--- src/rtl/up_bus_pkg.sv ---
// rtl/up_bus_pkg.sv - shared FSM encoding and defaults for the up-bus master
package up_bus_pkg;

    localparam logic [1:0] ST_IDLE = 2'd0;
    localparam logic [1:0] ST_REQ  = 2'd1;
    localparam logic [1:0] ST_WAIT = 2'd2;
    localparam logic [1:0] ST_RESP = 2'd3;

    localparam logic [31:0] DEF_ERR_RDATA = 32'hDEADDEAD;
    localparam int          DEF_TIMEOUT_W = 8;

endpackage

--- src/rtl/up_bus_master_if.sv ---
// rtl/up_bus_master_if.sv - command/response streams and up-bus signals of the up-bus master
interface up_bus_master_if #(
    parameter int ADDR_WIDTH = 14
);
    logic                  cmd_valid;
    logic                  cmd_ready;
    logic                  cmd_wr;
    logic [ADDR_WIDTH-1:0] cmd_addr;
    logic [31:0]           cmd_wdata;

    logic                  rsp_valid;
    logic                  rsp_ready;
    logic [31:0]           rsp_rdata;
    logic                  rsp_err;

    logic                  up_wreq;
    logic [ADDR_WIDTH-1:0] up_waddr;
    logic [31:0]           up_wdata;
    logic                  up_wack;
    logic                  up_rreq;
    logic [ADDR_WIDTH-1:0] up_raddr;
    logic [31:0]           up_rdata;
    logic                  up_rack;

    modport master (
        input  cmd_valid, cmd_wr, cmd_addr, cmd_wdata, rsp_ready,
        input  up_wack, up_rdata, up_rack,
        output cmd_ready, rsp_valid, rsp_rdata, rsp_err,
        output up_wreq, up_waddr, up_wdata, up_rreq, up_raddr
    );

    modport slave (
        output cmd_valid, cmd_wr, cmd_addr, cmd_wdata, rsp_ready,
        output up_wack, up_rdata, up_rack,
        input  cmd_ready, rsp_valid, rsp_rdata, rsp_err,
        input  up_wreq, up_waddr, up_wdata, up_rreq, up_raddr
    );
endinterface

--- src/rtl/up_bus_timeout.sv ---
// rtl/up_bus_timeout.sv - ack-wait counter; expired flags the last allowed wait cycle
module up_bus_timeout
    import up_bus_pkg::*;
#(
    parameter int TIMEOUT_CYCLES = 255,
    parameter int CNT_W          = DEF_TIMEOUT_W
) (
    input  logic up_clk,
    input  logic up_rst,
    input  logic clr,
    input  logic en,
    output logic expired
);
    logic [CNT_W-1:0] cnt_q;

    // cnt_q counts completed wait cycles, so the N-th wait cycle is the expiring one
    assign expired = en && (cnt_q == CNT_W'(TIMEOUT_CYCLES - 1));

    always_ff @(posedge up_clk or posedge up_rst) begin
        if (up_rst) begin
            cnt_q <= '0;
        end else if (clr) begin
            cnt_q <= '0;
        end else if (en && !expired) begin
            cnt_q <= cnt_q + 1'b1;
        end
    end
endmodule

--- src/rtl/up_bus_master.sv ---
// rtl/up_bus_master.sv - single-command up-bus initiator; UP_BUS_MASTER_TIMEOUT_EN enables ack timeout
module up_bus_master
    import up_bus_pkg::*;
#(
    parameter int          ADDR_WIDTH     = 14,
    parameter int          TIMEOUT_CYCLES = 255,
    parameter logic [31:0] ERR_RDATA      = DEF_ERR_RDATA
) (
    input  logic            up_clk,
    input  logic            up_rst,
    up_bus_master_if.master bus
);
    logic [1:0]            state_q, state_d;
    logic                  wr_q;
    logic [ADDR_WIDTH-1:0] waddr_q, raddr_q;
    logic [31:0]           wdata_q, rdata_q;
    logic                  ack_match, expired, done;

    // only the ack of the bus actually in use can complete the transaction
    assign ack_match = wr_q ? bus.up_wack : bus.up_rack;
    assign done      = (state_q == ST_WAIT) && (ack_match || expired);

    always_ff @(posedge up_clk or posedge up_rst) begin
        if (up_rst) state_q <= ST_IDLE;
        else        state_q <= state_d;
    end

    always_comb begin
        state_d = state_q;
        case (state_q)
            ST_IDLE: if (bus.cmd_valid) state_d = ST_REQ;
            ST_REQ:  state_d = ST_WAIT;
            ST_WAIT: if (ack_match || expired) state_d = ST_RESP;
            ST_RESP: if (bus.rsp_ready) state_d = ST_IDLE;
            default: state_d = ST_IDLE;
        endcase
    end

    always_comb begin
        bus.cmd_ready = 1'b0;
        bus.rsp_valid = 1'b0;
        bus.up_wreq   = 1'b0;
        bus.up_rreq   = 1'b0;
        case (state_q)
            ST_IDLE: bus.cmd_ready = 1'b1;
            ST_REQ:  begin
                bus.up_wreq = wr_q;
                bus.up_rreq = !wr_q;
            end
            ST_RESP: bus.rsp_valid = 1'b1;
            default: ;
        endcase
    end

    // each bus keeps its last address/data; only the one being used is reloaded
    always_ff @(posedge up_clk or posedge up_rst) begin
        if (up_rst) begin
            wr_q    <= 1'b0;
            waddr_q <= '0;
            wdata_q <= '0;
            raddr_q <= '0;
            rdata_q <= '0;
        end else begin
            if (state_q == ST_IDLE && bus.cmd_valid) begin
                wr_q <= bus.cmd_wr;
                if (bus.cmd_wr) begin
                    waddr_q <= bus.cmd_addr;
                    wdata_q <= bus.cmd_wdata;
                end else begin
                    raddr_q <= bus.cmd_addr;
                end
            end
            if (done) begin
                if (wr_q)           rdata_q <= '0;
                else if (ack_match) rdata_q <= bus.up_rdata;
                else                rdata_q <= ERR_RDATA;
            end
        end
    end

    assign bus.up_waddr  = waddr_q;
    assign bus.up_wdata  = wdata_q;
    assign bus.up_raddr  = raddr_q;
    assign bus.rsp_rdata = rdata_q;

`ifdef UP_BUS_MASTER_TIMEOUT_EN
    logic err_q;

    up_bus_timeout #(
        .TIMEOUT_CYCLES (TIMEOUT_CYCLES),
        .CNT_W          (DEF_TIMEOUT_W)
    ) u_timeout (
        .up_clk  (up_clk),
        .up_rst  (up_rst),
        .clr     (state_q == ST_REQ),
        .en      (state_q == ST_WAIT),
        .expired (expired)
    );

    always_ff @(posedge up_clk or posedge up_rst) begin
        if (up_rst)    err_q <= 1'b0;
        else if (done) err_q <= !ack_match;
    end

    assign bus.rsp_err = err_q;
`else
    logic unused_cfg;

    assign expired     = 1'b0;
    assign bus.rsp_err = 1'b0;
    assign unused_cfg  = ^TIMEOUT_CYCLES;
`endif
endmodule

--- src/flat_wrapper.sv ---
// flat-port wrapper written by rule: the top's interface ports become plain ports
module up_bus_master_flat import up_bus_pkg::*;
#(
    parameter int          ADDR_WIDTH     = 14,
    parameter int          TIMEOUT_CYCLES = 255,
    parameter logic [31:0] ERR_RDATA      = DEF_ERR_RDATA
)
  (up_clk, up_rst, bus_cmd_valid, bus_cmd_wr, bus_cmd_addr, bus_cmd_wdata, bus_rsp_ready, bus_up_wack, bus_up_rdata, bus_up_rack, bus_cmd_ready, bus_rsp_valid, bus_rsp_rdata, bus_rsp_err, bus_up_wreq, bus_up_waddr, bus_up_wdata, bus_up_rreq, bus_up_raddr);
  up_bus_master_if #(.ADDR_WIDTH(ADDR_WIDTH)) bus_i ();
  input  logic up_clk;
  input  logic up_rst;
  input wire logic [$bits(bus_i.cmd_valid)-1:0] bus_cmd_valid;
  input wire logic [$bits(bus_i.cmd_wr)-1:0] bus_cmd_wr;
  input wire logic [$bits(bus_i.cmd_addr)-1:0] bus_cmd_addr;
  input wire logic [$bits(bus_i.cmd_wdata)-1:0] bus_cmd_wdata;
  input wire logic [$bits(bus_i.rsp_ready)-1:0] bus_rsp_ready;
  input wire logic [$bits(bus_i.up_wack)-1:0] bus_up_wack;
  input wire logic [$bits(bus_i.up_rdata)-1:0] bus_up_rdata;
  input wire logic [$bits(bus_i.up_rack)-1:0] bus_up_rack;
  output wire logic [$bits(bus_i.cmd_ready)-1:0] bus_cmd_ready;
  output wire logic [$bits(bus_i.rsp_valid)-1:0] bus_rsp_valid;
  output wire logic [$bits(bus_i.rsp_rdata)-1:0] bus_rsp_rdata;
  output wire logic [$bits(bus_i.rsp_err)-1:0] bus_rsp_err;
  output wire logic [$bits(bus_i.up_wreq)-1:0] bus_up_wreq;
  output wire logic [$bits(bus_i.up_waddr)-1:0] bus_up_waddr;
  output wire logic [$bits(bus_i.up_wdata)-1:0] bus_up_wdata;
  output wire logic [$bits(bus_i.up_rreq)-1:0] bus_up_rreq;
  output wire logic [$bits(bus_i.up_raddr)-1:0] bus_up_raddr;
  assign bus_i.cmd_valid = bus_cmd_valid;
  assign bus_i.cmd_wr = bus_cmd_wr;
  assign bus_i.cmd_addr = bus_cmd_addr;
  assign bus_i.cmd_wdata = bus_cmd_wdata;
  assign bus_i.rsp_ready = bus_rsp_ready;
  assign bus_i.up_wack = bus_up_wack;
  assign bus_i.up_rdata = bus_up_rdata;
  assign bus_i.up_rack = bus_up_rack;
  assign bus_cmd_ready = bus_i.cmd_ready;
  assign bus_rsp_valid = bus_i.rsp_valid;
  assign bus_rsp_rdata = bus_i.rsp_rdata;
  assign bus_rsp_err = bus_i.rsp_err;
  assign bus_up_wreq = bus_i.up_wreq;
  assign bus_up_waddr = bus_i.up_waddr;
  assign bus_up_wdata = bus_i.up_wdata;
  assign bus_up_rreq = bus_i.up_rreq;
  assign bus_up_raddr = bus_i.up_raddr;
  up_bus_master #(.ADDR_WIDTH(ADDR_WIDTH), .TIMEOUT_CYCLES(TIMEOUT_CYCLES), .ERR_RDATA(ERR_RDATA)) u_core (.up_clk(up_clk), .up_rst(up_rst), .bus(bus_i));
endmodule
--- config.mk ---
export PLATFORM = sky130hd
export DESIGN_NAME = up_bus_master_flat
export DESIGN_NICKNAME = d
export VERILOG_FILES = /design/src/rtl/up_bus_pkg.sv /design/src/rtl/up_bus_master_if.sv /design/src/rtl/up_bus_timeout.sv /design/src/rtl/up_bus_master.sv /design/src/flat_wrapper.sv
export SDC_FILE = /design/constraint.sdc
export NUM_CORES = 1
export LEC_CHECK = 0
export CORE_UTILIZATION = 43
export CTS_BUF_LIST = sky130_fd_sc_hd__clkbuf_4 sky130_fd_sc_hd__clkbuf_8 sky130_fd_sc_hd__clkbuf_16
export DETAILED_ROUTE_END_ITERATION = 10
export GPL_TIMING_DRIVEN = 0
export PLACE_DENSITY_LB_ADDON = 0.08
export SLEW_MARGIN = 5
export SYNTH_ARGS = -nofsm -noshare
export SYNTH_HDL_FRONTEND = slang
export SYNTH_SLANG_ARGS = --single-unit
export TNS_END_PERCENT = 30
--- constraint.sdc ---
create_clock -name up_clk -period 8.3 [get_ports up_clk]
set_input_delay 1.66 -clock up_clk [delete_from_list [all_inputs] [get_ports up_clk]]
set_output_delay 1.66 -clock up_clk [all_outputs]
set_load 0.05 [all_outputs]
; ---- Yosys cells after proc, flatten, opt, wreduce, memory -nomap -nowiden
; Cells that the tools add are included.
[word_totals]
register_bits = 95
latchBits = 0
ram_bits = 0
rom_bits = 0
input_bits = 85
out_inout_bits = 97
wordCells = 31
n_memories = 0
[classes]
n_addsub = 0
mul = 0
div_mod_pow = 0
order_cmp = 0
n_eq_ne = 6
shifts = 0
muxes = 11
bitwise_logic = 1
reduce_logical = 7
[ops]
columns = op, count
row1 = $mux 32, 2
row2 = $pmux 2 s4, 1
row3 = $mux 2, 3
row4 = $mux 1, 5
row5 = $eq 2x2->1 const B, 2
row6 = $ne 2x2->1 const B, 2
row7 = $reduce_and 2->1, 2
row8 = $reduce_and 3->1, 1
row9 = $eq 2x1->1 const B, 1
row10 = $logic_and 1x1->1, 2
row11 = $logic_not 2->1, 1
row12 = $ne 2x1->1 const B, 1
row13 = $logic_not 1->1, 1
row14 = $not 1->1, 1

; ---- Depth between registers and ports, before layout
[logic_depth]
ltp_word = 3
mapped_depth = 7
depth_no_buf = 5

; ---- Worst setup path before layout
; No wires, ideal clock.
[synth_path]
kind = register to output
startpoint = register u_core.state_q[1]
endpoint = output bus_up_rreq
arrival_time_ns = 1.313
path_slack_ns = 5.327
stages_incl_launch_ff = 4
path_buffers = 0
path_cell_list = dfrtp_1 inv_1 ha_1 nor2b_1
[synth_via]
elab_chain_cells = 2
[synth_rtl]
columns = element, line_no
row1 = "start, declared", up_bus_master.sv:13  ; logic [1:0] state_q, state_d;
row2 = "start signal, assigned", up_bus_master.sv:25  ; else state_q <= state_d;
row3 = $eq 2x1->1, up_bus_master.sv:44  ; case (state_q)
row4 = $mux 1, up_bus_master.sv:44
row5 = "end, declared", flat_wrapper.sv:27  ; output wire logic [$bits(bus_i.up_rreq)-1:0] bus_up_rreq;
; No other way between the ends.

; ---- Final worst setup path
; Ends and elaborated chain as after synthesis.

==> metrics.md <==
| Metric | Value |
|---|---|
| Final setup violation count | 0 |
| PwrDens | 476 nW/um^2 |
| Layout net count | 506 |
| Critical path startpoint category | flop |
| Number of maximum-capacitance constraint violations | 0 |
| Relative contribution of sequential cells to total power | 29.0% |
| Nature of the critical path endpoint | primary output |
| Number of buffers between clock root and the deepest sink | 2 |
| Synthesized netlist cell count | 225 |
| Maximum vdd drop | 0.243 mV |
| Clock transition at the registers of the reported paths | 0.08 ns |
| Design internal power | 1.46 mW |
| Combinational share of power | 59.7% |
| Static power due to leakage | 2.55 nW |
| First-pass GRT wire length | 12800 um |
| Number of flip-flops and latches in the synthesized netlist | 95 |
| Routed WL | 8290 um |
| Vias | 2538 |
| Final Hold Fails | 0 |
| Xor and xnor fraction of the mapped netlist area | 0% |
| Number of remaining DRC errors | 0 |
| Period Utilization, post-route | 43.9% |
| Core Area | 8220 um^2 |
| Peak Freq | 0.275 GHz |
| Dpl ws | 5.00 ns |
| Part of the power in the clock network | 11.3% |
| Post-Synth Simple-Gate Area | 1.55% |
| Vertical die dimension | 93.9 um |
| Global-route total usage across every layer | 19.1% |
| RSZ-0062 raised after global routing | no |
| Worst hold slack | 0.510 ns |
| Endpoint arrival time on the critical path | 1.98 ns |
| Dominant cells by area after synthesis | dfrtp_1 65%, mux2_2 16%, a22o_1 7.7% |
| Number of antenna violations at the first check in global routing | 0 |
| I/O pin cnt | 182 |
| Outcome | complete, no violations |
| Cell at the root of the clock tree | clkbuf_8 |
| GRT Residual Overflow | 0 |
| Clock latency at the later pin of the worst-skew pair | 0.35 ns |
| Fraction of final layout cells sized beyond drive strength 1 | 22.1% |
| Horizontal die dimension | 93.9 um |
| Post-route clock skew | 0.0131 ns |
| PortBufs | 180 |
| Sum of negative setup slack | 0 ns |
| Worst slew margin | 64.2% |
| Clock net sink count | 95 |
| Area fraction of the dominant cell type after synthesis | 65.4% |
| Initial standard-cell utilization of the core | 44.2% |
| Worst setup slack after layout | 4.66 ns |
| Final min period | 3.64 ns |
| Number of core rows | 33 |
| Proportion of synthesized chip area in sequential cells | 65.4% |
| Hold-fix buffers, CTS | 0 |
| Iteration count of the initial detailed-routing pass | 4 |
| Complex-gate fraction of the synthesized area | 8.26% |
| Count of routing violations after the opening detailed-route iteration | 28 |
| Hpwl dp | 6210 um |
| Antenna cells | 0 |
| Area growth from synthesis to final layout | 59.7% |
| Critical-path maximum fanout | 4 |
| Setup Crit Path Kind | flop to primary output |
| Largest area contributor in the netlist | dfrtp_1 |
| Most frequent standard cell in the layout excluding fill and tap cells | clkdlybuf4s50_1 |
| Required time of the critical path | 6.64 ns |
| Fraction of synthesized area in multiplexers | 20.2% |
| Number of buffers inserted during clock tree synthesis | 9 |
| Total Die Area | 8820 um^2 |
| Highest-count cells in the layout ignoring fill and taps | 180 x clkdlybuf4s50_1, 95 x dfrtp_1, 51 x mux2_2 |
| Maximum number of pins on one net before global-route repair | 56 |
| Number of warnings issued by yosys | 0 |
| Vias in the first global route | 2599 |
| Net Sw Frac | 47.0% |
| Synth Net Count | 314 |
| Gp weighted congestion | 0.786 |
| Mapped Area | 3630 um^2 |
| Post-Synth Adder-Cell Area | 1.38% |
| Number of vias per cell | 4.83 |
| Antenna-violating nets left | 0 |
| Syn Area/Cell | 16.2 um^2 |
| Hold/Removal Path Class | flop to flop |
| CTS-repair resized insts | 0 |
| Setup slack of the most critical reg-to-reg path | 6.45 ns |
| Final max-slew violation count | 0 |
| Largest family of logic cells by synthesized area | multiplexers |
| Post-detailed-route wirelength per cell | 15.8 um |
| CTS H-Tree Depth | 3 |
| Switching power | 1.30 mW |
| Distinct cells, synth | 22 |
| Slew at the pin with the worst max-slew slack | 0.536 ns |
| Post-CTS Repair Setup Buffers | 0 |
| CTS tree | built |
-- power by group through the flow --
stage                     logic, mW  registers [mW]  clock network, mW
final                          1.65           0.801              0.312
after global routing           1.72           0.825              0.338
after CTS                      1.66           0.802              0.319
after detailed placement       1.66           0.807                  0
after global placement         1.64           0.796                  0
after floorplan               0.360            1.54                  0
-- synth_stat cells --
master	count
dfrtp_1	95
mux2_2	51
a22o_1	32
buf_2	11
mux2_4	10
ha_1	4
inv_1	4
nand2_1	3
nor2b_1	2
a221oi_1	1
and2_1	1
and3b_1	1
buf_12	1
buf_4	1
buf_6	1
clkbuf_1	1
conb_1	1
mux2i_1	1
nand2b_1	1
nand3_1	1
o32a_2	1
or2_1	1
-- metrics by stage --
step	util, %	std cells	power [mW]	cell area, um^2
after floorplan	-	225	1.90	3630
after global placement	67.8	510	2.44	5570
after detailed placement	68.1	511	2.47	5600
after CTS	70.6	526	2.79	5800
after global routing	70.6	526	2.88	5800
final	70.6	526	2.76	5800
-- kinds of logic (layout without fill, tap and decap cells) --
kind of cell               Yosys count  count (layout)
adders and majority gates            4               4
AOI/OAI and AO/OA                   34              34
muxes                               62              62
buffers and inverters               19             215
DFF                                 95              95
other                                1               1
and+or+nand+nor                     10              10
-- routing by layer --
metal	part of all wire [%]	track usage, %	vias up	wire (um)
li1	-	-	1192	-
met2	46	29.9	116	3800
met5	0	0	-	0
met1	44	25.2	1218	3640
met4	1.9	7.69	0	154
met3	8.4	5.26	12	699
-- worst max-delay path, cell delays in order (launching register included) --
cell and delay (ns):
dfrtp_1 0.42, inv_1 0.09, ha_1 0.17, nor2b_1 0.14, clkdlybuf4s50_1 0.82
-- registers in the layout (all words and copies together) (netlist names) --
name and count:
u_core.bus.up_waddr 14, u_core.bus.up_wdata 32, u_core.state_q 2, u_core.bus.up_raddr 14, u_core.bus.rsp_rdata 32, u_core.wr_q 1
-- layout make-up --
type | instances | area, um^2
fill | 575 | 2410
sequential | 95 | 2380
timing repair buffer | 181 | 1830
multi-input combinational | 111 | 1140
clock buffer | 11 | 151
tap | 105 | 131
buffer | 15 | 97.6
clock inverter | 4 | 53.8
inverter | 4 | 17.5
-- path summary, 6_finish.rpt --
path                                    startpoint                  endpoint  depth (start not counted)
min in group asynchronous                   up_rst  u_core.bus.rsp_rdata[28]                          2
min                        u_core.bus.rsp_rdata[8]   u_core.bus.rsp_rdata[8]                          1
max reg2reg                      u_core.state_q[0]    u_core.bus.up_wdata[2]                          6
max in group asynchronous                   up_rst               u_core.wr_q                          3
min reg2reg                u_core.bus.rsp_rdata[8]   u_core.bus.rsp_rdata[8]                          1
max                              u_core.state_q[1]               bus_up_rreq                          4
Note: power is estimated with default switching activity, not from simulation.
